**src/rtl/endstop_event_arbiter.sv**
```systemverilog
// Endstop event arbiter: per-channel pending slots feeding one shared event FIFO
// through a round-robin grant, with sticky per-channel drop flags.
module endstop_event_arbiter #(
  parameter int NCH   = 4,
  parameter int DEPTH = 8
) (
  input  logic              clk,
  input  logic              reset,
  input  logic [NCH-1:0]    enable,
  input  logic [NCH-1:0]    ev_changed,
  input  logic [NCH-1:0]    ev_value,
  input  logic [32*NCH-1:0] ev_pos,
  output logic              out_valid,
  input  logic              out_ready,
  output logic [2:0]        out_chan,
  output logic              out_value,
  output logic [31:0]       out_pos,
  output logic [3:0]        fifo_level,
  output logic [NCH-1:0]    overflow,
  input  logic [NCH-1:0]    overflow_clr
);

  localparam int AW = $clog2(DEPTH);

  logic [NCH-1:0] r_pend_full;
  logic [NCH-1:0] r_pend_val;
  logic [31:0]    r_pend_pos [NCH];
  logic [NCH-1:0] r_ovf;
  logic [2:0]     r_rr;

  logic [2:0]     r_mem_chan [DEPTH];
  logic           r_mem_val  [DEPTH];
  logic [31:0]    r_mem_pos  [DEPTH];
  logic [AW-1:0]  r_wptr;
  logic [AW-1:0]  r_rptr;
  logic [3:0]     r_level;

  logic           w_pop;
  logic           w_can_push;
  logic           w_grant;
  logic [2:0]     w_gnt_idx;
  logic           w_gnt_val;
  logic [31:0]    w_gnt_pos;
  logic [NCH-1:0] w_gnt_vec;
  logic [NCH-1:0] w_new;
  logic [3:0]     w_sum;
  logic [2:0]     w_rr_next;

  // A full FIFO may still accept a push when the head is popped in the same cycle.
  assign w_pop      = (r_level != 4'd0) & out_ready;
  assign w_can_push = (r_level != 4'(DEPTH)) | w_pop;
  assign w_new      = ev_changed & enable;
  assign w_rr_next  = (w_gnt_idx == 3'(NCH-1)) ? 3'd0 : (w_gnt_idx + 3'd1);

  // Round-robin search from r_rr; the first full slot wins.
  always_comb begin
    w_grant   = 1'b0;
    w_gnt_idx = 3'd0;
    w_gnt_val = 1'b0;
    w_gnt_pos = 32'd0;
    w_gnt_vec = '0;
    w_sum     = 4'd0;
    for (int k = 0; k < NCH; k++) begin
      w_sum = {1'b0, r_rr} + 4'(k);
      if (w_sum >= 4'(NCH)) begin
        w_sum = w_sum - 4'(NCH);
      end else begin
        w_sum = w_sum;
      end
      for (int c = 0; c < NCH; c++) begin
        if (!w_grant && w_can_push && r_pend_full[c] && (4'(c) == w_sum)) begin
          w_grant      = 1'b1;
          w_gnt_idx    = 3'(c);
          w_gnt_val    = r_pend_val[c];
          w_gnt_pos    = r_pend_pos[c];
          w_gnt_vec[c] = 1'b1;
        end else begin
          w_grant = w_grant;
        end
      end
    end
  end

  // Pending slots, sticky overflow flags (set beats clear) and round-robin pointer.
  always_ff @(posedge clk or negedge reset) begin
    if (!reset) begin
      r_pend_full <= '0;
      r_pend_val  <= '0;
      r_ovf       <= '0;
      r_rr        <= 3'd0;
      for (int i = 0; i < NCH; i++) r_pend_pos[i] <= 32'd0;
    end else begin
      for (int i = 0; i < NCH; i++) begin
        if (w_new[i] && (!r_pend_full[i] || w_gnt_vec[i])) begin
          r_pend_full[i] <= 1'b1;
          r_pend_val[i]  <= ev_value[i];
          r_pend_pos[i]  <= ev_pos[32*i +: 32];
        end else if (w_gnt_vec[i]) begin
          r_pend_full[i] <= 1'b0;
        end
        r_ovf[i] <= (r_ovf[i] & ~overflow_clr[i]) |
                    (w_new[i] & r_pend_full[i] & ~w_gnt_vec[i]);
      end
      if (w_grant) r_rr <= w_rr_next;
    end
  end

  // Circular event FIFO; pointers wrap naturally because DEPTH is a power of two.
  always_ff @(posedge clk or negedge reset) begin
    if (!reset) begin
      r_wptr  <= '0;
      r_rptr  <= '0;
      r_level <= 4'd0;
      for (int i = 0; i < DEPTH; i++) begin
        r_mem_chan[i] <= 3'd0;
        r_mem_val[i]  <= 1'b0;
        r_mem_pos[i]  <= 32'd0;
      end
    end else begin
      if (w_grant) begin
        r_mem_chan[r_wptr] <= w_gnt_idx;
        r_mem_val[r_wptr]  <= w_gnt_val;
        r_mem_pos[r_wptr]  <= w_gnt_pos;
        r_wptr             <= r_wptr + AW'(1);
      end
      if (w_pop) r_rptr <= r_rptr + AW'(1);
      case ({w_grant, w_pop})
        2'b10:   r_level <= r_level + 4'd1;
        2'b01:   r_level <= r_level - 4'd1;
        default: r_level <= r_level;
      endcase
    end
  end

  assign out_valid  = (r_level != 4'd0);
  assign out_chan   = out_valid ? r_mem_chan[r_rptr] : 3'd0;
  assign out_value  = out_valid ? r_mem_val[r_rptr]  : 1'b0;
  assign out_pos    = out_valid ? r_mem_pos[r_rptr]  : 32'd0;
  assign fifo_level = r_level;
  assign overflow   = r_ovf;

endmodule

```
**config.mk**
```make
export PLATFORM = sky130hd
export DESIGN_NAME = endstop_event_arbiter
export DESIGN_NICKNAME = d
export VERILOG_FILES = /design/src/rtl/endstop_event_arbiter.sv
export SDC_FILE = /design/constraint.sdc
export NUM_CORES = 1
export LEC_CHECK = 0
export BUFFER_PORTS_ARGS = -buffer_cell sky130_fd_sc_hd__buf_2
export CORE_MARGIN = 2
export CORE_UTILIZATION = 35
export DETAILED_ROUTE_END_ITERATION = 16
export PLACE_DENSITY = 0.5
export SYNTH_ARGS = -nofsm -noshare
export SYNTH_HDL_FRONTEND = slang
export SYNTH_SLANG_ARGS = --single-unit
```
**constraint.sdc**
```tcl
create_clock -name clk -period 4.18 [get_ports clk]
set_clock_uncertainty 0.05 [all_clocks]
set_input_delay 0.836 -clock clk [delete_from_list [all_inputs] [get_ports clk]]
set_output_delay 0.836 -clock clk [all_outputs]
set_load 0.1 [all_outputs]
```
==> impl_summary.log, run 1 <==
[metrics] transition time of the tightest slew-check pin: 1.103 ns
[metrics] post-synthesis sequential element count: approximately 430
[metrics] relative slew slack: 0.2649
[metrics] Crit Reg-Reg Endpoint: r_mem_pos[65]$_DFFE_PN0P_
[metrics] critical path required time: between 4 and 5 ns
[metrics] critical path start-end classification: flip-flop to flip-flop
[metrics] Post-Synthesis Cells: between 2000 and 2500
[metrics] total count of hold-check failures in the final report: 0
[metrics] Chip Height: approximately 260 um
[metrics] Routability Congestion: around 0.96
[metrics] buffer levels on the longest clock path: 3
[metrics] Inserted Clock Buffers: between 40 and 50
[metrics] first-pass GRT wire length: 120300 um
[metrics] fraction of final layout cells with drive strength greater than 1: 0.3131
[metrics] most repeated cell in the gate-level netlist after synthesis: dfrtp_1
[metrics] wire length reported by the detailed router: approximately 80000 um
[metrics] Total Neg Setup Slack: 0 ns
[metrics] number of global-route vias before repair: ~19000
[metrics] highest attainable clock frequency: 263.4 MHz
[metrics] remaining number of nets flagged by the antenna check after routing: 0
[metrics] number of gates resized after CTS: 0
[metrics] DRC violation count after routing: 0
[metrics] fraction of synthesized cell area taken by the top area cell type: 0.4740
[metrics] HPWL after DPL: approximately 55000 um
[metrics] horizontal die dimension: roughly 260 um
[metrics] cells on worst reg2reg path: 7
[metrics] Net Count, Synth: 2191
[metrics] pin count of the biggest net entering global routing: a little under 100
[metrics] number of library cell types mapped by synthesis: around 100
[metrics] commonest cells in the netlist: dfrtp_1, nor2_1, nand2_1
[metrics] most common flop cell mapped by yosys: dfrtp_1
[metrics] mean cell area of the mapped netlist: around 11 um2
[metrics] Async SR Flop Fraction: 1.000
[metrics] min Tclk post-route: roughly 3.8 ns
[metrics] slack of the worst reg-to-reg path: 0.38 ns
[metrics] slowest cell delay on critical path: 1.07 ns
[metrics] RSZ-0062 raised after global routing: false
[metrics] type of destination of the critical path: flip-flop
[metrics] layout overhead on the synthesized area: 17.51%
[metrics] detailed-route via count: approximately 18000
[metrics] detailed-route vias per instance: between 5 and 6
[metrics] yosys synthesis warning count: 0
[metrics] routed len/inst: ~25 um
[metrics] GR Util All Layers: 0.2355
[metrics] Max-cap violations: 0
[metrics] clock sinks: between 400 and 500
[metrics] ordered list of cells on the worst path: and4bb_2 > a21oi_4 > a21boi_2 > buf_4 > a222oi_1 > and2_1 > a21oi_1
[metrics] worst min-delay path category: input port to asynchronous set/reset pin
[metrics] root buffer selected by CTS: clkbuf_16
[metrics] nets: about 2400
[metrics] area of the die: slightly below 70000 um2
[metrics] number of synthesized flops with an enable pin: 0
[metrics] cell type contributing the most total cell area after synthesis: dfrtp_1
[metrics] mapped cell area: roughly 23000 um2
[metrics] Data arrival, critical path: about 4.2 ns
[metrics] core region area: approximately 64000 um2
[metrics] buffers inserted by post-CTS timing repair: 0
[metrics] biggest area contributors in the synthesized netlist: dfrtp_1, mux2_2, mux4_2
[metrics] critical path fanouts, max: 23
[metrics] start of the worst register-to-register path: r_pend_full[0]$_DFFE_PN0P_
[metrics] first drt pass iteration count: 6
[metrics] row count: 93
[metrics] period utilization: 0.9083
[metrics] crit path max-delay cell type: dfrtp_1
[metrics] number of buffers added to fix hold violations after cts: 0
[metrics] count of buffers inserted at the top-level ports: 190
[metrics] H-tree level count: 2
[metrics] number of design-rule violations left by the first detailed-router iteration: approximately 1600
[metrics] latest clock arrival within the worst-skew pair: roughly 0.6 ns
[metrics] sort of element at the start of the critical path: flip-flop
[metrics] residual overflow from global routing: 0
[metrics] Final setup viols: 0
[metrics] run status: finished clean
[metrics] clock tree from TritonCTS: built
[metrics] effective utilization at floorplan: 0.3538
[metrics] sequential-to-total area share from yosys stat: 0.4740
[metrics] I/O pin count: 192
[metrics] number of pins exceeding their max-slew limit in the final report: 0
[metrics] antenna violations before repair: 1
[metrics] CTS clock-pin slew for the worst setup and hold paths: ~0.060 ns
==> critical path: cells and delay by family (launching register included) <==
family / cells / cell delay (ns)
buf+inv: 1 / 0.32
flops: 1 / 1.07
compound gates: 4 / 1.28
simple gates: 2 / 0.90
==> layout make-up <==
| class | count | area [um2] |
|---|---|---|
| Fill cell | 6245 | 37660 |
| Multi-Input combinational cell | 1431 | 11240 |
| Sequential cell | 432 | 10820 |
| Timing Repair Buffer | 295 | 1874 |
| Clock buffer | 62 | 1375 |
| Tap cell | 855 | 1070 |
| Clock inverter | 23 | 364.1 |
| Inverter | 15 | 56.30 |
| Antenna cell | 1 | 2.502 |
==> worst max path at each step <==
| stage | startpoint | endpoint | slack (ns) |
|---|---|---|---|
| after floorplan | fifo_level[1]$_DFFE_PN0P_ | out_pos[10] | 0.24 |
| final | r_pend_full[0]$_DFFE_PN0P_ | r_mem_pos[65]$_DFFE_PN0P_ | 0.38 |
| after CTS | r_rptr[0]$_DFFE_PN0P_ | out_pos[6] | 0.41 |
| after global routing | r_pend_full[0]$_DFFE_PN0P_ | r_mem_pos[65]$_DFFE_PN0P_ | 0.24 |
| after detailed placement | r_pend_full[0]$_DFFE_PN0P_ | r_mem_pos[65]$_DFFE_PN0P_ | 0.48 |
| after global placement | r_pend_full[0]$_DFFE_PN0P_ | r_pend_pos[96]$_DFFE_PN0P_ | 0.45 |
==> state kept, by name (all words and copies together) (netlist names) <==
| register | count |
|---|---|
| fifo_level | 4 |
| overflow | 4 |
| r_mem_chan | 16 |
| r_mem_pos | 256 |
| r_mem_val | 8 |
| r_pend_full | 4 |
| r_pend_pos | 128 |
| r_pend_val | 4 |
| r_rptr | 3 |
| r_rr | 2 |
| r_wptr | 3 |
==> kinds of logic after synthesis <==
group           Yosys count  share of synthesized area
other cells               2                  0.0003293
compound gates          575                     0.1781
buf+inv                 175                    0.03654
fa+ha+maj                 6                   0.003291
simple gates            513                     0.1053
flops                   432                     0.4740
xor+xnor                  9                   0.003456
mux                     326                     0.1990
==> metrics by stage <==
stage	cell area, um2	utilization	hold WS [ns]	instances	setup slack (ns)
final	26800	0.4157	0.2706	3114	0.3834
after floorplan	22810	-	0.3946	2038	0.2385
after global routing	26800	0.4157	0.3137	3113	0.2445
after detailed placement	25060	0.3887	0.4168	3028	0.4831
after CTS	26800	0.4157	0.2687	3113	0.4091
after global placement	25060	0.3887	0.4064	3028	0.4488
==> placed cells by master (no fill, tap or decap), drive strengths merged, types with 9 or more instances in the layout <==
cell type,instances
o21ai,147
o21a,9
nor2,210
o22ai,25
mux2,219
a211oi,21
mux2i,36
clkbuf,62
a221oi,31
mux4,71
a21oi,122
a31oi,31
o22a,20
and2,14
clkinv,9
a222oi,9
o221ai,13
a221o,12
inv,18
nor2b,12
dfrtp,432
nand2,159
nand2b,15
a22oi,27
a22o,44
nor3,17
buf,295
nand3,32
==> per-layer routing <==
metal / global-route usage / wire, um / vias up / part of all wire
met5: 0 / 0 / - / 0
met4: 0.08685 / 2899 / 0 / 0.037
met3: 0.03886 / 4522 / 155 / 0.057
met2: 0.3747 / 36400 / 649 / 0.46
met1: 0.3240 / 34820 / 9180 / 0.44
li1: - / - / 7992 / -
Power of run 1 is not shown: default switching activity piles up to over one toggle a cycle in this logic, so the estimate is an artifact.
==> run 2, diff against run 1 <==
CORE_UTILIZATION = 45   (was 35)
PLACE_DENSITY = 0.62   (was 0.5)
==> run 2 against run 1 <==
- first-iteration DRC count increased by 3.9%
- largest cell class unchanged
- hold slack worse by 0.057 ns
- core utilization increased by 11 points
==> impl_summary.log, run 2 (synthesis gave the netlist of run 1 again) <==
[metrics] run status: finished clean
[metrics] clock tree from TritonCTS: built
[metrics] critical path required time: around 3.3 ns
[metrics] wire length reported by the detailed router: 72560 um
[metrics] Max-cap violations: 0
[metrics] GR Util All Layers: 0.2755
[metrics] count of buffers inserted at the top-level ports: 190
[metrics] number of buffers added to fix hold violations after cts: 0
[metrics] effective utilization at floorplan: 0.4555
[metrics] detailed-route via count: 17947
[metrics] buffer levels on the longest clock path: 3
[metrics] layout overhead on the synthesized area: 15.31%
[metrics] critical path start-end classification: flip-flop to output port
[metrics] horizontal die dimension: around 230 um
[metrics] fraction of final layout cells with drive strength greater than 1: 0.3045
[metrics] fill count: 4469
[metrics] HPWL after DPL: between 50000 and 60000 um
[metrics] number of design-rule violations left by the first detailed-router iteration: 1672
[metrics] root buffer selected by CTS: clkbuf_16
[metrics] type of destination of the critical path: output port
[metrics] CTS clock-pin slew for the worst setup and hold paths: about 0.06 ns
[metrics] total count of hold-check failures in the final report: 0
[metrics] area of the die: about 53000 um2
[metrics] detailed-route vias per instance: between 6 and 7
[metrics] latest clock arrival within the worst-skew pair: approximately 0.59 ns
[metrics] RSZ-0062 raised after global routing: false
[metrics] Chip Height: between 200 and 250 um
[metrics] Routability Congestion: between 1 and 1.5
[metrics] first-pass GRT wire length: 111800 um
[metrics] min Tclk post-route: ~3.9 ns
[metrics] number of global-route vias before repair: roughly 18000
[metrics] max FFs per register: between 200 and 300
[metrics] pin count of the biggest net entering global routing: between 90 and 100
[metrics] buffers inserted by post-CTS timing repair: 0
[metrics] number of pins exceeding their max-slew limit in the final report: 0
[metrics] Inserted Clock Buffers: 47
[metrics] most flop-heavy register: r_mem_pos
[metrics] sort of element at the start of the critical path: flip-flop
[metrics] most frequent cells in the layout: dfrtp_1, nor2_1, buf_2
[metrics] number of gates resized after CTS: 0
[metrics] commonest non-fill, non-tap cell in the layout: dfrtp_1
[metrics] slack of the worst reg-to-reg path: roughly 0.40 ns
[metrics] Largest regs: r_mem_pos (256), r_pend_pos (128), r_mem_chan (16)
[metrics] DRC violation count after routing: 0
[metrics] Data arrival, critical path: between 2 and 3 ns
[metrics] clock sinks: about 430
[metrics] nets: approximately 2400
[metrics] first drt pass iteration count: 7
[metrics] remaining number of nets flagged by the antenna check after routing: 0
[metrics] residual overflow from global routing: 0
[metrics] Total Neg Setup Slack: 0 ns
[metrics] H-tree level count: 2
[metrics] row count: around 80
[metrics] period utilization: 0.9229
[metrics] worst min-delay path category: input port to asynchronous set/reset pin
[metrics] Final setup viols: 0
[metrics] transition time of the tightest slew-check pin: approximately 1.1 ns
[metrics] antenna violations before repair: 2
[metrics] highest attainable clock frequency: 259.2 MHz
[metrics] critical path fanouts, max: 30
[metrics] core region area: around 50000 um2
[metrics] relative slew slack: 0.2583
[metrics] routed len/inst: ~25 um
[metrics] I/O pin count: between 150 and 200
## run 2: cell count changes in the layout (fill, tap and decap cells not counted), sizes merged
cell / change
diode: +1
bufinv: -3
buf: -19
clkinvlp: -2
clkbuf: +6
## run 2: path summary, 6_finish.rpt
| check | to | cells after the start | startpoint |
|---|---|---|---|
| min in group clk | overflow[1]$_DFF_PN0_ | 2 | overflow_clr[1] |
| max in group asynchronous | r_rr[1]$_DFFE_PN0P_ | 2 | reset |
| worst min register to register | r_mem_pos[131]$_DFFE_PN0P_ | 2 | r_mem_pos[131]$_DFFE_PN0P_ |
| worst max register to register | fifo_level[2]$_DFFE_PN0P_ | 15 | r_rr[0]$_DFFE_PN0P_ |
| worst max-delay path | out_pos[18] | 5 | r_rptr[1]$_DFFE_PN0P_ |
| worst min-delay path | r_mem_pos[227]$_DFFE_PN0P_ | 1 | reset |
## run 2: metal layers
metal	global-route usage	wire length, um
met4	0.09740	2572
met1	0.3833	31140
met3	0.04644	5070
met5	0	0
met2	0.4372	33780
## run 2: cell type report
cell class,count,area [um2],share of cell area
Sequential cell,432,10820,0.4113
Antenna cell,2,5.005,0.0001903
Clock inverter,18,247.7,0.009420
Tap cell,672,840.8,0.03197
Inverter,15,56.30,0.002141
Multi-Input combinational cell,1431,11240,0.4273
Timing Repair Buffer,276,1719,0.06537
Clock buffer,68,1375,0.05229
## run 2: worst max-delay path: stages (launching register included)
cell and delay (ns):
dfrtp_2 0.95, buf_4 0.32, mux4_2 0.32, mux2i_1 0.38
nor2_1 0.07, buf_2 0.31
## run 2: per-stage QoR
step / utilization / setup WS, ns / std cells / instance area [um2] / hold WS, ns
after floorplan: - / 0.2385 / 2038 / 22810 / 0.3946
after global placement: 0.4928 / 0.3230 / 2826 / 24670 / 0.4057
after detailed placement: 0.4928 / 0.2928 / 2826 / 24670 / 0.4153
after CTS: 0.5252 / 0.2964 / 2912 / 26290 / 0.2507
after global routing: 0.5252 / 0.1420 / 2912 / 26290 / 0.2880
final: 0.5253 / 0.3223 / 2914 / 26300 / 0.2137
Power of run 2 is left out for the same reason.
==> run 3, diff against run 2 <==
CTS_BUF_LIST = sky130_fd_sc_hd__clkbuf_2   (was default)
==> run 3 against run 2 <==
- sequential share of layout area decreased by 1.3 points
- non-clock buffer count up 153
- wire length up 5.3%
- critical path type unchanged
- critical endpoint unchanged
- largest cell class unchanged
- highest routed layer unchanged
==> impl_summary.log, run 3 (synthesis gave the netlist of run 1 again) <==
[metrics] max FFs per register: around 260
[metrics] fill count: between 4000 and 5000
[metrics] effective utilization at floorplan: 0.4555
[metrics] slack of the worst reg-to-reg path: roughly 0.31 ns
[metrics] Final Util: 0.5430
[metrics] buffer levels on the longest clock path: 3
[metrics] global routing usage on met1: 0.3859
[metrics] detailed-route vias per instance: roughly 6.1
[metrics] wire length reported by the detailed router: between 70000 and 80000 um
[metrics] Inserted Clock Buffers: 108
[metrics] horizontal die dimension: between 200 and 250 um
[metrics] detailed-route via count: 19167
[metrics] pin count of the biggest net entering global routing: 96
[metrics] first drt pass iteration count: 6
[metrics] run status: finished clean
[metrics] critical path fanouts, max: 14
[metrics] critical path start-end classification: flip-flop to output port
[metrics] residual overflow from global routing: 0
[metrics] Data arrival, critical path: between 3 and 4 ns
[metrics] layout overhead on the synthesized area: 19.19%
[metrics] most frequent cells in the layout: dfrtp_1, nor2_1, buf_2
[metrics] I/O pin count: 192
[metrics] crit path max-delay cell type: dfrtp_4
[metrics] met3 global-route usage: 0.05291
[metrics] area of the die: about 53000 um2
[metrics] transition time of the tightest slew-check pin: around 1.2 ns
[metrics] nets: 2570
[metrics] routed len/inst: roughly 24 um
[metrics] clock tree from TritonCTS: built
[metrics] first-pass GRT wire length: 117500 um
[metrics] Largest regs: r_mem_pos (256), r_pend_pos (128), r_mem_chan (16)
[metrics] RSZ-0062 raised after global routing: false
[metrics] clock sinks: 432
[metrics] CTS clock-pin slew for the worst setup and hold paths: approximately 0.11 ns
[metrics] number of pins exceeding their max-slew limit in the final report: 0
[metrics] number of global-route vias before repair: a little under 20000
[metrics] row count: between 80 and 90
[metrics] remaining number of nets flagged by the antenna check after routing: 0
[metrics] core region area: 50070 um2
[metrics] number of design-rule violations left by the first detailed-router iteration: 1941
[metrics] most used routing layer in global routing: met2
[metrics] GR Util All Layers: 0.2909
[metrics] antenna violations before repair: 2
[metrics] root buffer selected by CTS: clkbuf_2
[metrics] HPWL after DPL: around 50000 um
[metrics] commonest non-fill, non-tap cell in the layout: dfrtp_1
[metrics] Max-cap violations: 0
[metrics] most flop-heavy register: r_mem_pos
[metrics] min Tclk post-route: about 4 ns
[metrics] fraction of final layout cells with drive strength greater than 1: 0.3097
[metrics] relative slew slack: 0.2076
[metrics] highest attainable clock frequency: between 200 and 250 MHz
[metrics] met2 track utilization from global routing: 0.4674
[metrics] total count of hold-check failures in the final report: 0
[metrics] sort of element at the start of the critical path: flip-flop
[metrics] slowest cell delay on critical path: 0.53 ns
[metrics] ordered list of cells on the worst path: buf_8 > mux4_2 > mux2i_1 > nor2_1 > buf_2
[metrics] Chip Height: around 230 um
[metrics] H-tree level count: 3
[metrics] Final setup viols: 0
[metrics] latest clock arrival within the worst-skew pair: about 1.1 ns
[metrics] Total Neg Setup Slack: 0 ns
[metrics] Routability Congestion: roughly 1
[metrics] period utilization: 0.9661
[metrics] critical path required time: about 3.3 ns
[metrics] worst min-delay path category: input port to asynchronous set/reset pin
[metrics] count of buffers inserted at the top-level ports: 190
[metrics] type of destination of the critical path: output port
[metrics] DRC violation count after routing: 0
## run 3: critical path: cells and delay by family (launching register included)
kind | cells | cell delay (ns)
buffers and inverters | 2 | 0.53
flip-flops | 1 | 0.53
multiplexers | 2 | 0.91
AND/OR/NAND/NOR | 1 | 0.07
## run 3: routing by layer
layer,part of all wire,wire length (um),vias up
met4,0.039,2944,0
li1,-,-,8435
met2,0.47,36200,877
met3,0.070,5346,208
met1,0.42,31920,9647
met5,0,0,-
## run 3: path summary, 6_finish.rpt
check / end / depth (start not counted) / startpoint
min in group clk: r_pend_pos[108]$_DFFE_PN0P_ / 5 / ev_changed[0]
max in group asynchronous: r_rr[1]$_DFFE_PN0P_ / 3 / reset
hold / removal: r_mem_pos[195]$_DFFE_PN0P_ / 2 / reset
hold reg to reg: r_mem_pos[131]$_DFFE_PN0P_ / 2 / r_mem_pos[131]$_DFFE_PN0P_
setup / recovery: out_pos[18] / 5 / r_rptr[0]$_DFFE_PN0P_
setup reg to reg: fifo_level[2]$_DFFE_PN0P_ / 15 / r_rr[0]$_DFFE_PN0P_
## run 3: metrics by stage
step | cells | cell area (um2) | hold slack (ns) | setup WS, ns
after CTS | 3165 | 27180 | 0.2114 | 0.01839
after detailed placement | 2826 | 24670 | 0.4153 | 0.2928
after floorplan | 2038 | 22810 | 0.3946 | 0.2385
after global placement | 2826 | 24670 | 0.4057 | 0.3230
after global routing | 3166 | 27190 | 0.2746 | 0.001697
final | 3166 | 27190 | 0.3028 | 0.1419
## run 3: what timing repair did
item | 4_1_cts | 5_1_grt
resized for setup | 9 | 2
cloned | 0 | 0
hold buffers | 150 | 0
setup buffers | 3 | 0
endpoints found under the setup margin | 34 | 1
endpoints found under the hold margin | 230 | 0
## run 3: area by class of cell
class	instances	area (um2)	area share
multi-input combinational	1431	11250	0.4138
sequential	432	10820	0.3980
timing repair buffer	429	3283	0.1208
tap	672	840.8	0.03093
clock buffer	151	755.7	0.02780
clock inverter	35	178.9	0.006581
inverter	15	56.30	0.002071
antenna	1	2.502	0.00009205
Power of run 3 is left out for the same reason.
